`src/rtl/layer_test_pkg.sv`:
```
// Shared types and constants for the layer self-test sequencer.
package layer_test_pkg;

    localparam int unsigned DEF_WORD_W    = 32;
    localparam int unsigned DEF_NUM_WORDS = 8;
    localparam int unsigned DEF_TIMEOUT   = 1024;
    localparam logic [31:0] DEF_HEADER    = 32'hA5A5_5A5A;

    typedef enum logic [2:0] {
        ST_HUNT,
        ST_RECV,
        ST_TEST,
        ST_XMIT,
        ST_FIN
    } state_e;

    function automatic int unsigned clog2(input int unsigned v);
        int unsigned r;
        r = 0;
        for (int unsigned i = 0; i < 32; i++) begin
            if ((64'd1 << i) < 64'(v)) r = i + 1;
        end
        return r;
    endfunction

    // Counter/index width that never collapses to zero bits.
    function automatic int unsigned cnt_w(input int unsigned v);
        return (v > 1) ? clog2(v) : 1;
    endfunction

endpackage

```
`src/rtl/layer_test_seq_if.sv`:
```
// Link-path handshake bundle between the sequencer (master) and its
// deserializer / self-test engine / serializer neighbours (slave).
interface layer_test_seq_if #(
    parameter int unsigned WORD_W    = 32,
    parameter int unsigned NUM_WORDS = 8
) ();
    localparam int unsigned IDX_W = layer_test_pkg::cnt_w(NUM_WORDS);

    logic              f_layer;
    logic [WORD_W-1:0] des_word;
    logic              sort_finish;
    logic              st_load;
    logic              st_start;
    logic              ser_load;
    logic              ser_en;
    logic              busy;
    logic              done;
    logic              err_timeout;
    logic [IDX_W-1:0]  word_idx;

    modport master (
        input  f_layer, des_word, sort_finish,
        output st_load, st_start, ser_load, ser_en, busy, done, err_timeout, word_idx
    );

    modport slave (
        output f_layer, des_word, sort_finish,
        input  st_load, st_start, ser_load, ser_en, busy, done, err_timeout, word_idx
    );
endinterface

```
`src/rtl/layer_bit_cnt.sv`:
```
// Modulo-WORD_W bit counter with a wrap strobe on the last bit of a word.
module layer_bit_cnt import layer_test_pkg::*; #(
    parameter int unsigned WORD_W = 32,
    localparam int unsigned CNT_W = cnt_w(WORD_W)
) (
    input  logic             clk,
    input  logic             rst,
    input  logic             clr,
    input  logic             en,
    output logic [CNT_W-1:0] cnt,
    output logic             wrap_c
);
    assign wrap_c = (cnt == CNT_W'(WORD_W - 1));

    always_ff @(posedge clk) begin
        if (rst || clr) begin
            cnt <= '0;
        end else if (en) begin
            cnt <= wrap_c ? '0 : cnt + CNT_W'(1);
        end
    end
endmodule

```
`src/rtl/layer_test_seq.sv`:
```
// Frame sequencer: header hunt, payload load, self-test run, result transmit.
// Optional TEST timeout enabled by defining LAYER_SEQ_TIMEOUT_EN.
module layer_test_seq import layer_test_pkg::*; #(
    parameter int unsigned WORD_W    = DEF_WORD_W,
    parameter int unsigned NUM_WORDS = DEF_NUM_WORDS,
`ifdef LAYER_SEQ_TIMEOUT_EN
    parameter int unsigned TIMEOUT   = DEF_TIMEOUT,
`endif
    parameter logic [WORD_W-1:0] HEADER = WORD_W'(DEF_HEADER)
) (
    input logic              clk,
    input logic              rst,
    layer_test_seq_if.master bus
);
    localparam int unsigned      CNT_W    = cnt_w(WORD_W);
    localparam int unsigned      IDX_W    = cnt_w(NUM_WORDS);
    localparam logic [IDX_W-1:0] LAST_IDX = IDX_W'(NUM_WORDS - 1);

    state_e           state_q, state_d;
    logic [IDX_W-1:0] word_idx_q, word_idx_d;
    logic             f_lat_q, f_lat_d;
    logic             first_q, first_d;
    logic             busy_q, done_q, ser_en_q;
    logic [CNT_W-1:0] bit_cnt;
    logic             wrap_c, cnt_clr_c, cnt_en_c;
    logic             hdr_hit_c, sf_take_c;

`ifdef LAYER_SEQ_TIMEOUT_EN
    localparam int unsigned TMO_W = cnt_w(TIMEOUT);
    logic [TMO_W-1:0] tmo_q, tmo_d;
    logic             err_q, err_d;
`endif

    layer_bit_cnt #(.WORD_W(WORD_W)) u_bit_cnt (
        .clk    (clk),
        .rst    (rst),
        .clr    (cnt_clr_c),
        .en     (cnt_en_c),
        .cnt    (bit_cnt),
        .wrap_c (wrap_c)
    );

    assign hdr_hit_c = (bus.des_word == HEADER);
    // A finish seen alongside st_start belongs to no run we launched.
    assign sf_take_c = bus.sort_finish && !first_q;

    always_comb begin
        state_d    = state_q;
        word_idx_d = word_idx_q;
        f_lat_d    = f_lat_q;
        first_d    = 1'b0;
        cnt_clr_c  = 1'b1;
        cnt_en_c   = 1'b0;
`ifdef LAYER_SEQ_TIMEOUT_EN
        err_d      = err_q;
        tmo_d      = '0;
`endif
        case (state_q)
            ST_HUNT: begin
                if (hdr_hit_c) begin
                    state_d    = ST_RECV;
                    word_idx_d = '0;
                    f_lat_d    = bus.f_layer;
`ifdef LAYER_SEQ_TIMEOUT_EN
                    err_d      = 1'b0;
`endif
                end
            end
            ST_RECV: begin
                cnt_clr_c = 1'b0;
                cnt_en_c  = 1'b1;
                if (wrap_c) begin
                    if (word_idx_q == LAST_IDX) begin
                        state_d    = ST_TEST;
                        word_idx_d = '0;
                        first_d    = 1'b1;
                    end else begin
                        word_idx_d = word_idx_q + IDX_W'(1);
                    end
                end
            end
            ST_TEST: begin
                if (sf_take_c) begin
                    state_d = f_lat_q ? ST_FIN : ST_XMIT;
                end
`ifdef LAYER_SEQ_TIMEOUT_EN
                else if (tmo_q == TMO_W'(TIMEOUT - 1)) begin
                    err_d   = 1'b1;
                    state_d = ST_HUNT;
                end else begin
                    tmo_d = tmo_q + TMO_W'(1);
                end
`endif
            end
            ST_XMIT: begin
                cnt_clr_c = 1'b0;
                cnt_en_c  = 1'b1;
                if (wrap_c) begin
                    if (word_idx_q == LAST_IDX) begin
                        state_d    = ST_FIN;
                        word_idx_d = '0;
                    end else begin
                        word_idx_d = word_idx_q + IDX_W'(1);
                    end
                end
            end
            ST_FIN: begin
                state_d = ST_HUNT;
            end
            default: begin
                state_d = ST_HUNT;
            end
        endcase
    end

    // State plus level outputs registered from the next state.
    always_ff @(posedge clk) begin
        if (rst) begin
            state_q    <= ST_HUNT;
            word_idx_q <= '0;
            f_lat_q    <= 1'b0;
            first_q    <= 1'b0;
            busy_q     <= 1'b0;
            done_q     <= 1'b0;
            ser_en_q   <= 1'b0;
        end else begin
            state_q    <= state_d;
            word_idx_q <= word_idx_d;
            f_lat_q    <= f_lat_d;
            first_q    <= first_d;
            busy_q     <= (state_d != ST_HUNT);
            done_q     <= (state_d == ST_FIN);
            ser_en_q   <= (state_d == ST_XMIT);
        end
    end

`ifdef LAYER_SEQ_TIMEOUT_EN
    always_ff @(posedge clk) begin
        if (rst) begin
            tmo_q <= '0;
            err_q <= 1'b0;
        end else begin
            tmo_q <= tmo_d;
            err_q <= err_d;
        end
    end
    assign bus.err_timeout = err_q;
`else
    assign bus.err_timeout = 1'b0;
`endif

    assign bus.st_load  = (state_q == ST_RECV) && wrap_c;
    assign bus.st_start = (state_q == ST_TEST) && first_q;
    assign bus.ser_load = (state_q == ST_XMIT) && (bit_cnt == '0);
    assign bus.ser_en   = ser_en_q;
    assign bus.busy     = busy_q;
    assign bus.done     = done_q;
    assign bus.word_idx = word_idx_q;
endmodule

```
`src/flat_wrapper.sv`:
```
// flat-port wrapper written by rule: the top's interface ports become plain ports
module layer_test_seq_flat import layer_test_pkg::*;
#(
    parameter int unsigned WORD_W    = DEF_WORD_W,
    parameter int unsigned NUM_WORDS = DEF_NUM_WORDS,

    parameter logic [WORD_W-1:0] HEADER = WORD_W'(DEF_HEADER)
)
  (clk, rst, bus_f_layer, bus_des_word, bus_sort_finish, bus_st_load, bus_st_start, bus_ser_load, bus_ser_en, bus_busy, bus_done, bus_err_timeout, bus_word_idx);
  layer_test_seq_if #(.WORD_W(WORD_W), .NUM_WORDS(NUM_WORDS)) bus_i ();
  input logic clk;
  input logic rst;
  input wire logic [$bits(bus_i.f_layer)-1:0] bus_f_layer;
  input wire logic [$bits(bus_i.des_word)-1:0] bus_des_word;
  input wire logic [$bits(bus_i.sort_finish)-1:0] bus_sort_finish;
  output wire logic [$bits(bus_i.st_load)-1:0] bus_st_load;
  output wire logic [$bits(bus_i.st_start)-1:0] bus_st_start;
  output wire logic [$bits(bus_i.ser_load)-1:0] bus_ser_load;
  output wire logic [$bits(bus_i.ser_en)-1:0] bus_ser_en;
  output wire logic [$bits(bus_i.busy)-1:0] bus_busy;
  output wire logic [$bits(bus_i.done)-1:0] bus_done;
  output wire logic [$bits(bus_i.err_timeout)-1:0] bus_err_timeout;
  output wire logic [$bits(bus_i.word_idx)-1:0] bus_word_idx;
  assign bus_i.f_layer = bus_f_layer;
  assign bus_i.des_word = bus_des_word;
  assign bus_i.sort_finish = bus_sort_finish;
  assign bus_st_load = bus_i.st_load;
  assign bus_st_start = bus_i.st_start;
  assign bus_ser_load = bus_i.ser_load;
  assign bus_ser_en = bus_i.ser_en;
  assign bus_busy = bus_i.busy;
  assign bus_done = bus_i.done;
  assign bus_err_timeout = bus_i.err_timeout;
  assign bus_word_idx = bus_i.word_idx;
  layer_test_seq #(.WORD_W(WORD_W), .NUM_WORDS(NUM_WORDS), .HEADER(HEADER)) u_core (.clk(clk), .rst(rst), .bus(bus_i));
endmodule
```
`config.mk`:
```
export PLATFORM = sky130hd
export DESIGN_NAME = layer_test_seq_flat
export DESIGN_NICKNAME = d
export VERILOG_FILES = /design/src/rtl/layer_test_pkg.sv /design/src/rtl/layer_test_seq_if.sv /design/src/rtl/layer_bit_cnt.sv /design/src/rtl/layer_test_seq.sv /design/src/flat_wrapper.sv
export SDC_FILE = /design/constraint.sdc
export NUM_CORES = 1
export LEC_CHECK = 0
export CAP_MARGIN = 20
export CORE_MARGIN = 5
export CORE_UTILIZATION = 37
export DETAILED_ROUTE_END_ITERATION = 7
export PLACE_DENSITY_LB_ADDON = 0.2
export REMOVE_ABC_BUFFERS = 1
export SYNTH_ARGS = -nofsm -noshare
export SYNTH_HDL_FRONTEND = slang
export SYNTH_SLANG_ARGS = --single-unit
export TNS_END_PERCENT = 100
```
`constraint.sdc`:
```
create_clock -name clk -period 2.3 [get_ports clk]
set_input_delay 0.345 -clock clk [delete_from_list [all_inputs] [get_ports clk]]
set_output_delay 0.345 -clock clk [all_outputs]
set_load 0.005 [all_outputs]
```
# ---- Word-level counts from Yosys, hierarchy flattened
# Index checks and enable logic that the tools add are counted.
dict set report op_classes {
  addsub 2
  multipliers 0
  div_mod_pow 0
  n_lt_le_gt_ge 0
  n_eq_ne 10
  n_shift 0
  muxes 16
  bitwise 2
  reduce_logical 14
}
# op count
set ops {}
lappend ops {{== test 32 bit, second input constant} 1}
lappend ops {{two-way mux 3 bit} 10}
lappend ops {{one-hot mux 3 bit (4 select lines)} 1}
lappend ops {{== test 3 x 2 -> 1 bit, second input constant} 3}
lappend ops {{== test 3 bit, second input constant} 2}
lappend ops {{one-hot mux 3 bit (2 select lines)} 1}
lappend ops {{adder 5 x 1 -> 5 bit, second input constant} 1}
lappend ops {{== test 5 bit, second input constant} 1}
lappend ops {{logical NOT 5 bit} 1}
lappend ops {{two-way mux 5 bit} 1}
lappend ops {{logical AND 1 bit} 4}
lappend ops {{!= test 2 x 1 -> 1 bit, second input constant} 2}
lappend ops {{adder 3 x 1 -> 3 bit, second input constant} 1}
lappend ops {{== test 3 x 1 -> 1 bit, second input constant} 1}
lappend ops {{logical NOT 3 bit} 1}
lappend ops {{two-way mux 1 bit} 3}
lappend ops {{AND reduction 3 bit} 1}
lappend ops {{nonzero test 3 bit} 1}
lappend ops {{OR reduction 3 bit} 1}
lappend ops {{inverter 1 bit} 2}
lappend ops {{AND reduction 2 bit} 1}
lappend ops {{nonzero test 2 bit} 1}
lappend ops {{OR reduction 2 bit} 1}
lappend ops {{logical NOT 1 bit} 1}
lappend ops {{logical OR 1 bit} 1}
dict set report totals {
  register_bits 16
  latch_bits 0
  mem_bits_rw 0
  rom_bits 0
  input_bits 36
  output_inout_bits 10
  mem_count 0
}

# ---- Logic depth before layout (Yosys ltp)
# Gate-level depths: netlist (run 1).
dict set report depth {
  ltp_word 5
  ltp_mapped 7
}

# ---- By module
# Synthesis (run 1) repeated with hierarchy kept, for this count alone.
dict set report unflattened {
  hier_cells 92
  hier_area_um2 952.2
}
# mod instances cells_per_inst area_per_inst_um2 seq_area_each_um2
set by_module_without_submodules {}
lappend by_module_without_submodules {layer_test_seq 1 70 723.2 220.2}
lappend by_module_without_submodules {layer_bit_cnt 1 22 229.0 100.1}

# ---- Worst setup path after synthesis (run 1)
# OpenSTA, ideal clock, no wires.
dict set report synth_timing {
  path_type {register to register}
  from {reg u_core.u_bit_cnt.cnt[0]}
  to {reg u_core.word_idx_q[1] (netlist: u_core.bus.word_idx[1])}
  setup_time_ns 0.071
  arrival_time_ns 1.841
  path_slack_ns 0.389
  path_stages_with_launch 7
  period_less_slack_ns 1.911
  cell_sequence {dfxtp_1 > ha_1 > and3_1 > ha_1 > nand3b_1 > or4b_2 > a21oi_1}
}
dict set report synth_between {
  elab_chain_cells 3
}
# item line_no
set synth_lines {}
lappend synth_lines {{start: declaration} layer_bit_cnt.sv:10} ;# output logic [CNT_W-1:0] cnt,
lappend synth_lines {{start signal: assignment} layer_bit_cnt.sv:19} ;# cnt <= wrap_c ? '0 : cnt + CNT_W'(1);
lappend synth_lines {{== test 5 bit} layer_bit_cnt.sv:13} ;# assign wrap_c = (cnt == CNT_W'(WORD_W - 1));
lappend synth_lines {{!= test 2 x 1 -> 1 bit (no source line)} --}
lappend synth_lines {{AND reduction 3 bit (no source line)} --}
lappend synth_lines {{end signal: assignment} layer_test_seq.sv:128} ;# word_idx_q <= word_idx_d;
lappend synth_lines {{end: declaration} layer_test_seq.sv:20} ;# logic [IDX_W-1:0] word_idx_q, word_idx_d;
# Every way passes these cells.
# A chain may end at the register's enable or synchronous reset.

# ---- Final worst setup path (run 1)
dict set report layout_timing {
  from {reg u_core.state_q[1]}
  to {out bus_st_start}
}
dict set report layout_between {
  elab_chain_cells 2
}
# item line_no
set layout_lines {}
lappend layout_lines {{start: declaration} layer_test_seq.sv:19} ;# state_e state_q, state_d;
lappend layout_lines {{start signal: assignment} layer_test_seq.sv:127} ;# state_q <= state_d;
lappend layout_lines {{== test 3 x 2 -> 1 bit} layer_test_seq.sv:153} ;# assign bus.st_start = (state_q == ST_TEST) && first_q;
lappend layout_lines {{logical AND 1 bit} layer_test_seq.sv:153}
lappend layout_lines {{end: declaration} flat_wrapper.sv:17} ;# output wire logic [$bits(bus_i.st_start)-1:0] bus_st_start;
# Every way passes these cells.

==> results_dict.tcl, run 1 <==
set metrics [dict create \
    min_path_type "reg2reg" \
    whs_path_depth 1 \
    track_usage_pct 14.4 \
    grt_pass1_vias 883 \
    synth-xor-area-share_pct 2.12 \
    yosys_warnings 0 \
    initial_core_util_pct 38.1 \
    layout-drive-gt1-share_pct 10.9 \
    syn_avg_cell_area_um2 9.51 \
    wl_um 2470 \
    syn_to_final_growth_pct 65.4 \
    setup_viol 0 \
    wire_per_inst_um 15.0 \
    cp_data_required_time_ps 1960 \
    cts_tree "yes" \
    cpPeakStageDelay_ps 540 \
    yosysSeqAreaShare_pct 38.7 \
    clock_latency_ps 290 \
    die_h_um 57.3 \
    die_x_um 57.3 \
    yosys.area_share.simple_pct 35.1 \
    place_inst 160 \
    muxShareOfSynthArea_pct 1.21 \
    fp.dieArea_um2 3280 \
    h-tree-depth 1 \
    hpwl_um 2010 \
    clock-root-buffer "clkbuf_4" \
    drt_iter0_markers 11 \
    ant_nets 0 \
    r2r_setup_slack_ps 280 \
    ff2ff_path_depth 7 \
    crit_fanout 7 \
    dp_slack_ps 148 \
    synth_compound_area_share_pct 11.5 \
    hold_violations 0 \
    power_density_nw_per_um2 392 \
    vias 864 \
    antenna_found_initial 0 \
    coreArea_um2 2170 \
    drc_errors 0 \
    peakVddDrop_uv 430 \
    p_int_uw 432 \
    fin_crit_ps 2110 \
    clk_pin_slew_ps 90 \
    maxCapViolations 0 \
    synth_cells 87 \
    ys_ff_latch 16 \
    synth_top_family_by_area "simple AND/OR/NAND/NOR gates" \
    final_common_cell "clkdlybuf4s50_1" \
    io_pins 46 \
    p_comb_share_pct 13.7 \
    fin_cells 165 \
    cts_sinks 16 \
    r2r_start "u_core.u_bit_cnt.cnt[0]$_SDFFE_PP0N_" \
    layout_common_cells "clkdlybuf4s50_1 (43), dfxtp_1 (14), nor3_1 (8)" \
    p_clk_share_pct 34.6 \
    portBuffers 44 \
    crit_chain "nand2b_1 -> nor3b_1 -> clkdlybuf4s50_1" \
    grt_pass1_wl_um 3730 \
    finalClockSkew_ps 5.21 \
    startpoint_type "flop" \
    via_per_inst 5.24 \
    switching_power_uw 103 \
    hold_slack_ps 453 \
    whs_endpoint "u_core.u_bit_cnt.cnt[0]$_SDFFE_PP0N_" \
    rsz0062_at_grt "false" \
    antenna-diode-count 0 \
    finalNetCount 179 \
    gp_congestion 0.812 \
    setup.worst_path.start "u_core.state_q[1]$_SDFF_PP0_" \
    drv_slew 0 \
    cts_buffer_depth 2 \
    syn_area_um2 827 \
    worstHoldStart "u_core.u_bit_cnt.cnt[0]$_SDFFE_PP0N_" \
    p_leak_nw 0.518 \
    seqPwrFrac_pct 51.7 \
    crit_path_end_kind "primary output" \
    fin_tns_setup_ps 0 \
    first_pass_iters 4 \
    cts_made_buffers 3 \
    timing.final.crit_share_pct 91.8 \
    fmax_ghz 0.474 \
    grt_overflow_total 0 \
    ys_types 33 \
    cpMaxStageDelayCell "clkdlybuf4s50_1" \
    cp.arrival_ps 1770 \
    reg2reg_to "u_core.bus.word_idx[1]$_SDFFE_PP0P_" \
    core.rowCount 17 \
    timing_worst_setup_path_type "reg2out" \
    grt_max_degree 13 \
    setup_ws_ps 189 \
    status "completed" \
    synth-adder-area-share_pct 7.56 \
    sw_frac_of_total_pct 19.3 \
]
[power groups by stage]
stage	logic, mW	registers, mW	clock network [mW]
floorplan	0.00920	0.283	0
global placement	0.0714	0.283	0
detailed placement	0.0732	0.283	0
CTS	0.0735	0.277	0.187
global route	0.0772	0.277	0.207
finish	0.0732	0.277	0.185
[flip-flops by register name, indices dropped and copies added, names as in the netlist]
register and count:
u_core.f_lat_q 1, u_core.u_bit_cnt.cnt 5, u_core.bus.done 1, u_core.bus.ser_en 1, u_core.state_q 3, u_core.first_q 1
u_core.bus.word_idx 3, u_core.bus.busy 1
[worst max-delay path: cells and delay by family (launching register included)]
kind	cells	cell delay (ps)
buf+inv	1	540
flops	1	490
simple gates	2	450
[through the flow]
step	utilization, %	area [um2]	power, mW
after global routing	63.0	1370	0.562
final	63.0	1370	0.535
after floorplan	-	811	0.292
after global placement	60.7	1320	0.355
after detailed placement	60.7	1320	0.356
after CTS	62.9	1360	0.538
[layout make-up]
type	count	area (um2)
Inverter	3	11.3
Tap cell	28	35.0
Timing Repair Buffer	49	480
Multi-Input combinational cell	65	482
Sequential cell	16	323
Clock buffer	4	36.3
Fill cell	196	802
[timing repair]
item                                    4_1_cts  5_1_grt
hold buffers                                  0        0
gates resized for setup                       2        2
buffers inserted                              1        0
endpoints found under the setup margin        1        1
pin swaps                                     1        1
[synth_stat cells]
master | count | share of area (%)
conb_1 | 1 | 0.45
nor3_1 | 8 | 4.8
nand2b_1 | 3 | 2.3
nand4_1 | 2 | 1.5
nor4bb_1 | 5 | 6.1
xnor2_1 | 1 | 1.1
buf_4 | 1 | 0.91
a21boi_0 | 1 | 0.91
ha_1 | 5 | 7.6
a311oi_1 | 1 | 1.1
or4b_2 | 1 | 1.2
xor2_1 | 1 | 1.1
nand2_1 | 4 | 1.8
o21a_1 | 1 | 0.91
dfxtp_1 | 16 | 39
o311ai_0 | 3 | 3.2
or3_1 | 2 | 1.5
o21ai_0 | 1 | 0.60
clkbuf_1 | 1 | 0.45
a2111oi_2 | 1 | 1.8
nand3b_1 | 2 | 1.8
and3_1 | 3 | 2.3
nor2b_1 | 1 | 0.76
buf_2 | 1 | 0.60
a21oi_1 | 5 | 3.0
inv_1 | 3 | 1.4
or3_4 | 1 | 1.4
nor4b_1 | 4 | 4.2
nand3_1 | 2 | 1.2
nor3b_1 | 2 | 1.8
and4bb_1 | 1 | 1.5
nor2_1 | 2 | 0.91
mux2i_1 | 1 | 1.2
[metal layers]
layer / track usage (%) / wire, um
met5: 0 / 0
met3: 5.43 / 126
met2: 27.4 / 1380
met1: 15.6 / 948
met4: 1.66 / 17
[kinds of logic (layout without fill, tap and decap cells)]
logic type / Yosys count / in the layout
AO/OA/AOI/OAI: 13 / 13
flip-flops: 16 / 16
AND/OR/NAND/NOR: 43 / 43
multiplexers: 1 / 1
other: 1 / 1
buffers and inverters: 6 / 56
adder cells (fa/ha/maj): 5 / 5
XOR/XNOR: 2 / 2
[how the worst max path moves through the flow]
stage                                     endpoint  slack, ps
4_1_cts                                bus_st_load          5
5_1_grt                               bus_st_start         30
3_3_place_gp          u_core.bus.ser_en$_SDFF_PP0_        250
3_5_place_dp          u_core.bus.ser_en$_SDFF_PP0_        150
2_1_floorplan  u_core.bus.word_idx[1]$_SDFFE_PP0P_        390
6_report                              bus_st_start        190
Note: power is estimated with default switching activity, not from simulation.
==> run 2: changes to the inputs <==
Settings changed: CORE_UTILIZATION 37 to 59, DONT_BUFFER_PORTS from default to 1, GPL_TIMING_DRIVEN from default to 0.
==> results_dict.tcl, run 2 (synthesis gave the netlist of run 1 again) <==
set metrics [dict create \
    crit_path_end_kind "flop" \
    via_per_inst 6.53 \
    fin_tns_setup_ps 0 \
    finalNetCount 130 \
    cp_data_required_time_ps 2530 \
    fmax_ghz 0.460 \
    power_density_nw_per_um2 545 \
    cpMaxStageDelayCell "or4b_2" \
    antenna-diode-count 0 \
    finalClockSkew_ps 1.12 \
    seq_area_um2 320 \
    crit_fanout 9 \
    hold_violations 0 \
    multi_input_area_um2 479 \
    hold_slack_ps 113 \
    gp_congestion 0.724 \
    grt_overflow_total 0 \
    wire_per_inst_um 17.9 \
    cpMostUsedCell "ha_1" \
    place_inst 99 \
    h-tree-depth 1 \
    cts_sinks 16 \
    startpoint_type "flop" \
    hpwl_um 1440 \
    first_pass_iters 4 \
    final_common_cell "dfxtp_1" \
    cp_top_family "simple AND/OR/NAND/NOR gates" \
    maxCapViolations 0 \
    die_h_um 47.4 \
    rsz0062_at_grt "false" \
    cpPeakStageDelay_ps 700 \
    timing_worst_setup_path_type "reg2reg" \
    drv_slew 0 \
    dp_slack_ps 160 \
    ctsResizeCount 0 \
    antenna_found_initial 0 \
    setup_ws_ps 126 \
    largest_reg_flops 5 \
    cts_buffer_depth 2 \
    clock_latency_ps 290 \
    clk_pin_slew_ps 90 \
    grt_pass1_vias 645 \
    ant_nets 0 \
    layout_common_cells "dfxtp_1 (16), nor3_1 (8), nor4bb_1 (5), a21oi_1 (5), ha_1 (5)" \
    die_x_um 47.4 \
    clock-root-buffer "clkbuf_4" \
    hold_buffers 0 \
    timing.final.crit_share_pct 94.5 \
    cts_tree "yes" \
    crit_buf_inv 0 \
    portBuffers 0 \
    min_path_type "in2reg" \
    cp.arrival_ps 2400 \
    cts_made_buffers 3 \
    track_usage_pct 18.4 \
    fin_crit_ps 2170 \
    vias 673 \
    io_pins 46 \
    grt_max_degree 14 \
    crit_chain "ha_1 -> and3_1 -> ha_1 -> nand3b_1 -> or4b_2 -> a21oi_1" \
    setup_viol 0 \
    grt_pass1_wl_um 2820 \
    largest_register "u_core.u_bit_cnt.cnt" \
    post-cts-setup-buffers 0 \
    fin_cells 103 \
    coreArea_um2 1320 \
    peakVddDrop_uv 387 \
    fillers 103 \
    status "completed" \
    drc_errors 0 \
    initial_core_util_pct 62.8 \
    core.rowCount 13 \
    drt_iter0_markers 6 \
    wl_um 1840 \
    layout-drive-gt1-share_pct 7.95 \
    syn_to_final_growth_pct 4.69 \
    p_leak_nw 0.311 \
    fp.dieArea_um2 2250 \
]
==> run 2: cell types whose count changed in the layout (fill, tap and decap cells not counted) <==
cell and delta:
dfxtp_2 -2, dfxtp_1 +2, dlymetal6s2s_1 -1, clkdlybuf4s50_1 -43, buf_4 -5, ha_2 -1
ha_1 +1
==> run 2: worst reg2reg max path: cells and delay by family, from the launching register on <==
kind,cells,cell delay [ps]
adders and majority gates,2,460
and+or+nand+nor,3,1150
AOI/OAI and AO/OA,1,130
DFF,1,390
==> run 2: area by class of cell <==
| cell class | count | share of cell area (%) |
|---|---|---|
| flip-flops and latches | 16 | 37.0 |
| multi-input cells | 65 | 55.3 |
| inverters | 3 | 1.30 |
| well taps | 15 | 2.17 |
| clock buffers | 4 | 4.19 |
==> run 2: metrics by stage <==
step / total power, mW / utilization [%] / instance area (um2)
6_report: 0.472 / 65.7 / 866
5_1_grt: 0.497 / 65.7 / 866
4_1_cts: 0.479 / 65.7 / 866
3_5_place_dp: 0.293 / 63.0 / 830
3_3_place_gp: 0.293 / 63.0 / 830
2_1_floorplan: 0.292 / - / 811
==> run 2: metal layers <==
layer  up-vias  track usage, %  part of all wire (%)
li1        329               -                     -
met1       323            19.7                    40
met2        19            30.2                    50
met3         2            11.3                   8.6
met4         0            5.52                  0.54
met5         -               0                     0
==> run 2: power by group <==
group            switching, mW  total (mW)  internal, mW
clock                   0.0885       0.185        0.0964
combinational          0.00286      0.0100       0.00714
sequential     0.0000000000525       0.277         0.277
total                   0.0913       0.472         0.380
==> run 2: path summary, 6_finish.rpt <==
kind / start / endpoint / slack, ps / cells after the start
worst min register to register: u_core.u_bit_cnt.cnt[0]$_SDFFE_PP0N_ / u_core.u_bit_cnt.cnt[0]$_SDFFE_PP0N_ / 500 / 1
worst max register to register: u_core.u_bit_cnt.cnt[0]$_SDFFE_PP0N_ / u_core.bus.word_idx[1]$_SDFFE_PP0P_ / 130 / 6
worst min-delay path: rst / u_core.bus.word_idx[1]$_SDFFE_PP0P_ / 110 / 1
worst max-delay path: u_core.u_bit_cnt.cnt[0]$_SDFFE_PP0N_ / u_core.bus.word_idx[1]$_SDFFE_PP0P_ / 130 / 6
==> run 3: changes to the inputs <==
--- a/constraint.sdc
+++ b/constraint.sdc
@@ -3,2 +3,2 @@
 set_output_delay 0.345 -clock clk [all_outputs]
-set_load 0.005 [all_outputs]
+set_load 0.02 [all_outputs]
==> results_dict.tcl, run 3 (synthesis gave the netlist of run 1 again) <==
set metrics [dict create \
    setup_viol 0 \
    min_path_type "in2reg" \
    p_leak_nw 0.315 \
    peakVddDrop_uv 390 \
    h-tree-depth 1 \
    cp.arrival_ps 2350 \
    whs_endpoint "u_core.bus.word_idx[1]$_SDFFE_PP0P_" \
    finalClockSkew_ps 1.27 \
    layout-drive-gt1-share_pct 10.1 \
    cts_made_buffers 3 \
    ant_nets 0 \
    crit_buf_inv 1 \
    final_common_cell "dfxtp_1" \
    grt_max_degree 14 \
    clock_latency_ps 290 \
    cts_buffer_depth 2 \
    grt_pass1_vias 645 \
    antenna-diode-count 0 \
    antenna_found_initial 0 \
    layout_common_cells "dfxtp_1 (16), nor3_1 (8), nor4bb_1 (5), a21oi_1 (5), ha_1 (5)" \
    fin_crit_ps 2120 \
    io_pins 46 \
    timing_worst_setup_path_type "reg2reg" \
    status "completed" \
    hold_buffers 0 \
    crit_path_end_kind "flop" \
    gp_congestion 0.724 \
    top_usage_layer "met2" \
    cpPeakStageDelay_ps 620 \
    track_usage_pct 18.4 \
    whs_path_depth 1 \
    clock-root-buffer "clkbuf_4" \
    cp_data_required_time_ps 2530 \
    crit_fanout 9 \
    crit_chain "ha_1 -> and3_1 -> ha_1 -> nand3b_1 -> buf_4 -> or4b_2 -> a21oi_1" \
    drc_errors 0 \
    power_density_nw_per_um2 537 \
    fin_tns_setup_ps 0 \
    coreArea_um2 1320 \
    clk_pin_slew_ps 90 \
    fin_util_pct 66.9 \
    hold_slack_ps 112 \
    vias 682 \
    portBuffers 0 \
    dp_slack_ps 160 \
    grtUsageMet3_pct 11.3 \
    syn_to_final_growth_pct 6.51 \
    reg2reg_to "u_core.bus.word_idx[1]$_SDFFE_PP0P_" \
    timing.final.crit_share_pct 92.2 \
    wire_per_inst_um 17.9 \
    grt_pass1_wl_um 2820 \
    cts_tree "yes" \
    hpwl_um 1440 \
    startpoint_type "flop" \
    via_per_inst 6.56 \
    worst_pin_slew_ps 673 \
    worstHoldStart "rst" \
    cpMostUsedCell "ha_1" \
    wl_um 1870 \
    relSlewSlack_pct 55.1 \
    r2r_setup_slack_ps 180 \
    setup_ws_ps 180 \
    rsz0062_at_grt "false" \
    fmax_ghz 0.472 \
    finalNetCount 131 \
    drv_slew 0 \
    fp.dieArea_um2 2250 \
    place_inst 99 \
    cpMaxStageDelayCell "or4b_2" \
    gr-usage-met2_pct 30.2 \
    first_pass_iters 4 \
    grt_util_met1_pct 19.7 \
    largest_register "u_core.u_bit_cnt.cnt" \
    ff2ff_path_depth 7 \
    initial_core_util_pct 62.8 \
    maxCapViolations 0 \
    cp_top_family "simple AND/OR/NAND/NOR gates" \
    fin_cells 104 \
    r2r_start "u_core.u_bit_cnt.cnt[0]$_SDFFE_PP0N_" \
    core.rowCount 13 \
    drt_iter0_markers 8 \
    die_x_um 47.4 \
    cts_sinks 16 \
    grt_overflow_total 0 \
    largest_reg_flops 5 \
    die_h_um 47.4 \
    hold_violations 0 \
]
[run 3: cell count changes in the layout (fill, tap and decap cells not counted)]
cell    before  now
nor2_4       0    1
nor2_1       2    1
buf_4        0    1
[run 3: what timing repair did]
| action | in CTS | in global routing |
|---|---|---|
| setup endpoints to repair | 1 | 3 |
| setup buffers | 0 | 1 |
| resized for setup | 1 | 1 |
[run 3: worst reg2reg max path: stages, from the launching register on]
cell      delay (ps)
dfxtp_1          390
ha_1             210
and3_1           170
ha_1             250
nand3b_1         110
buf_4            180
or4b_2           620
a21oi_1          130
[run 3: layout make-up]
cell class	instances	area [um2]
timing repair buffer	1	7.51
inverter	3	11.3
tap	15	18.8
multi-input combinational	65	487
fill	102	437
clock buffer	4	36.3
sequential	16	320
[run 3: how the worst max path moves through the flow]
stage	startpoint	end	slack, ps	cells after the start
after global placement	u_core.u_bit_cnt.cnt[0]$_SDFFE_PP0N_	u_core.bus.word_idx[1]$_SDFFE_PP0P_	200	6
after CTS	u_core.u_bit_cnt.cnt[0]$_SDFFE_PP0N_	bus_st_load	40	5
final	u_core.u_bit_cnt.cnt[0]$_SDFFE_PP0N_	u_core.bus.word_idx[1]$_SDFFE_PP0P_	180	7
after global routing	u_core.u_bit_cnt.cnt[0]$_SDFFE_PP0N_	u_core.bus.ser_en$_SDFF_PP0_	70	8
after detailed placement	u_core.u_bit_cnt.cnt[0]$_SDFFE_PP0N_	u_core.bus.word_idx[1]$_SDFFE_PP0P_	160	6
after floorplan	u_core.u_bit_cnt.cnt[0]$_SDFFE_PP0N_	u_core.bus.word_idx[1]$_SDFFE_PP0P_	390	6
[run 3: per-stage QoR]
stage                     cell area (um2)  power, mW
after global placement                830      0.294
after floorplan                       811      0.293
final                                 881      0.473
after global routing                  881      0.498
after detailed placement              830      0.294
after CTS                             868      0.480
[run 3: where the power goes]
| group | leakage, nW | internal (mW) | switching [mW] |
|---|---|---|---|
| clock | 0.0210 | 0.0964 | 0.0890 |
| sequential | 0.129 | 0.277 | 0.0000000000690 |
| combinational | 0.165 | 0.00714 | 0.00391 |
[run 3: routing by layer]
layer	wire [um]	vias up
met3	166	2
met2	944	22
met4	10	0
met5	0	-
li1	-	332
met1	744	326
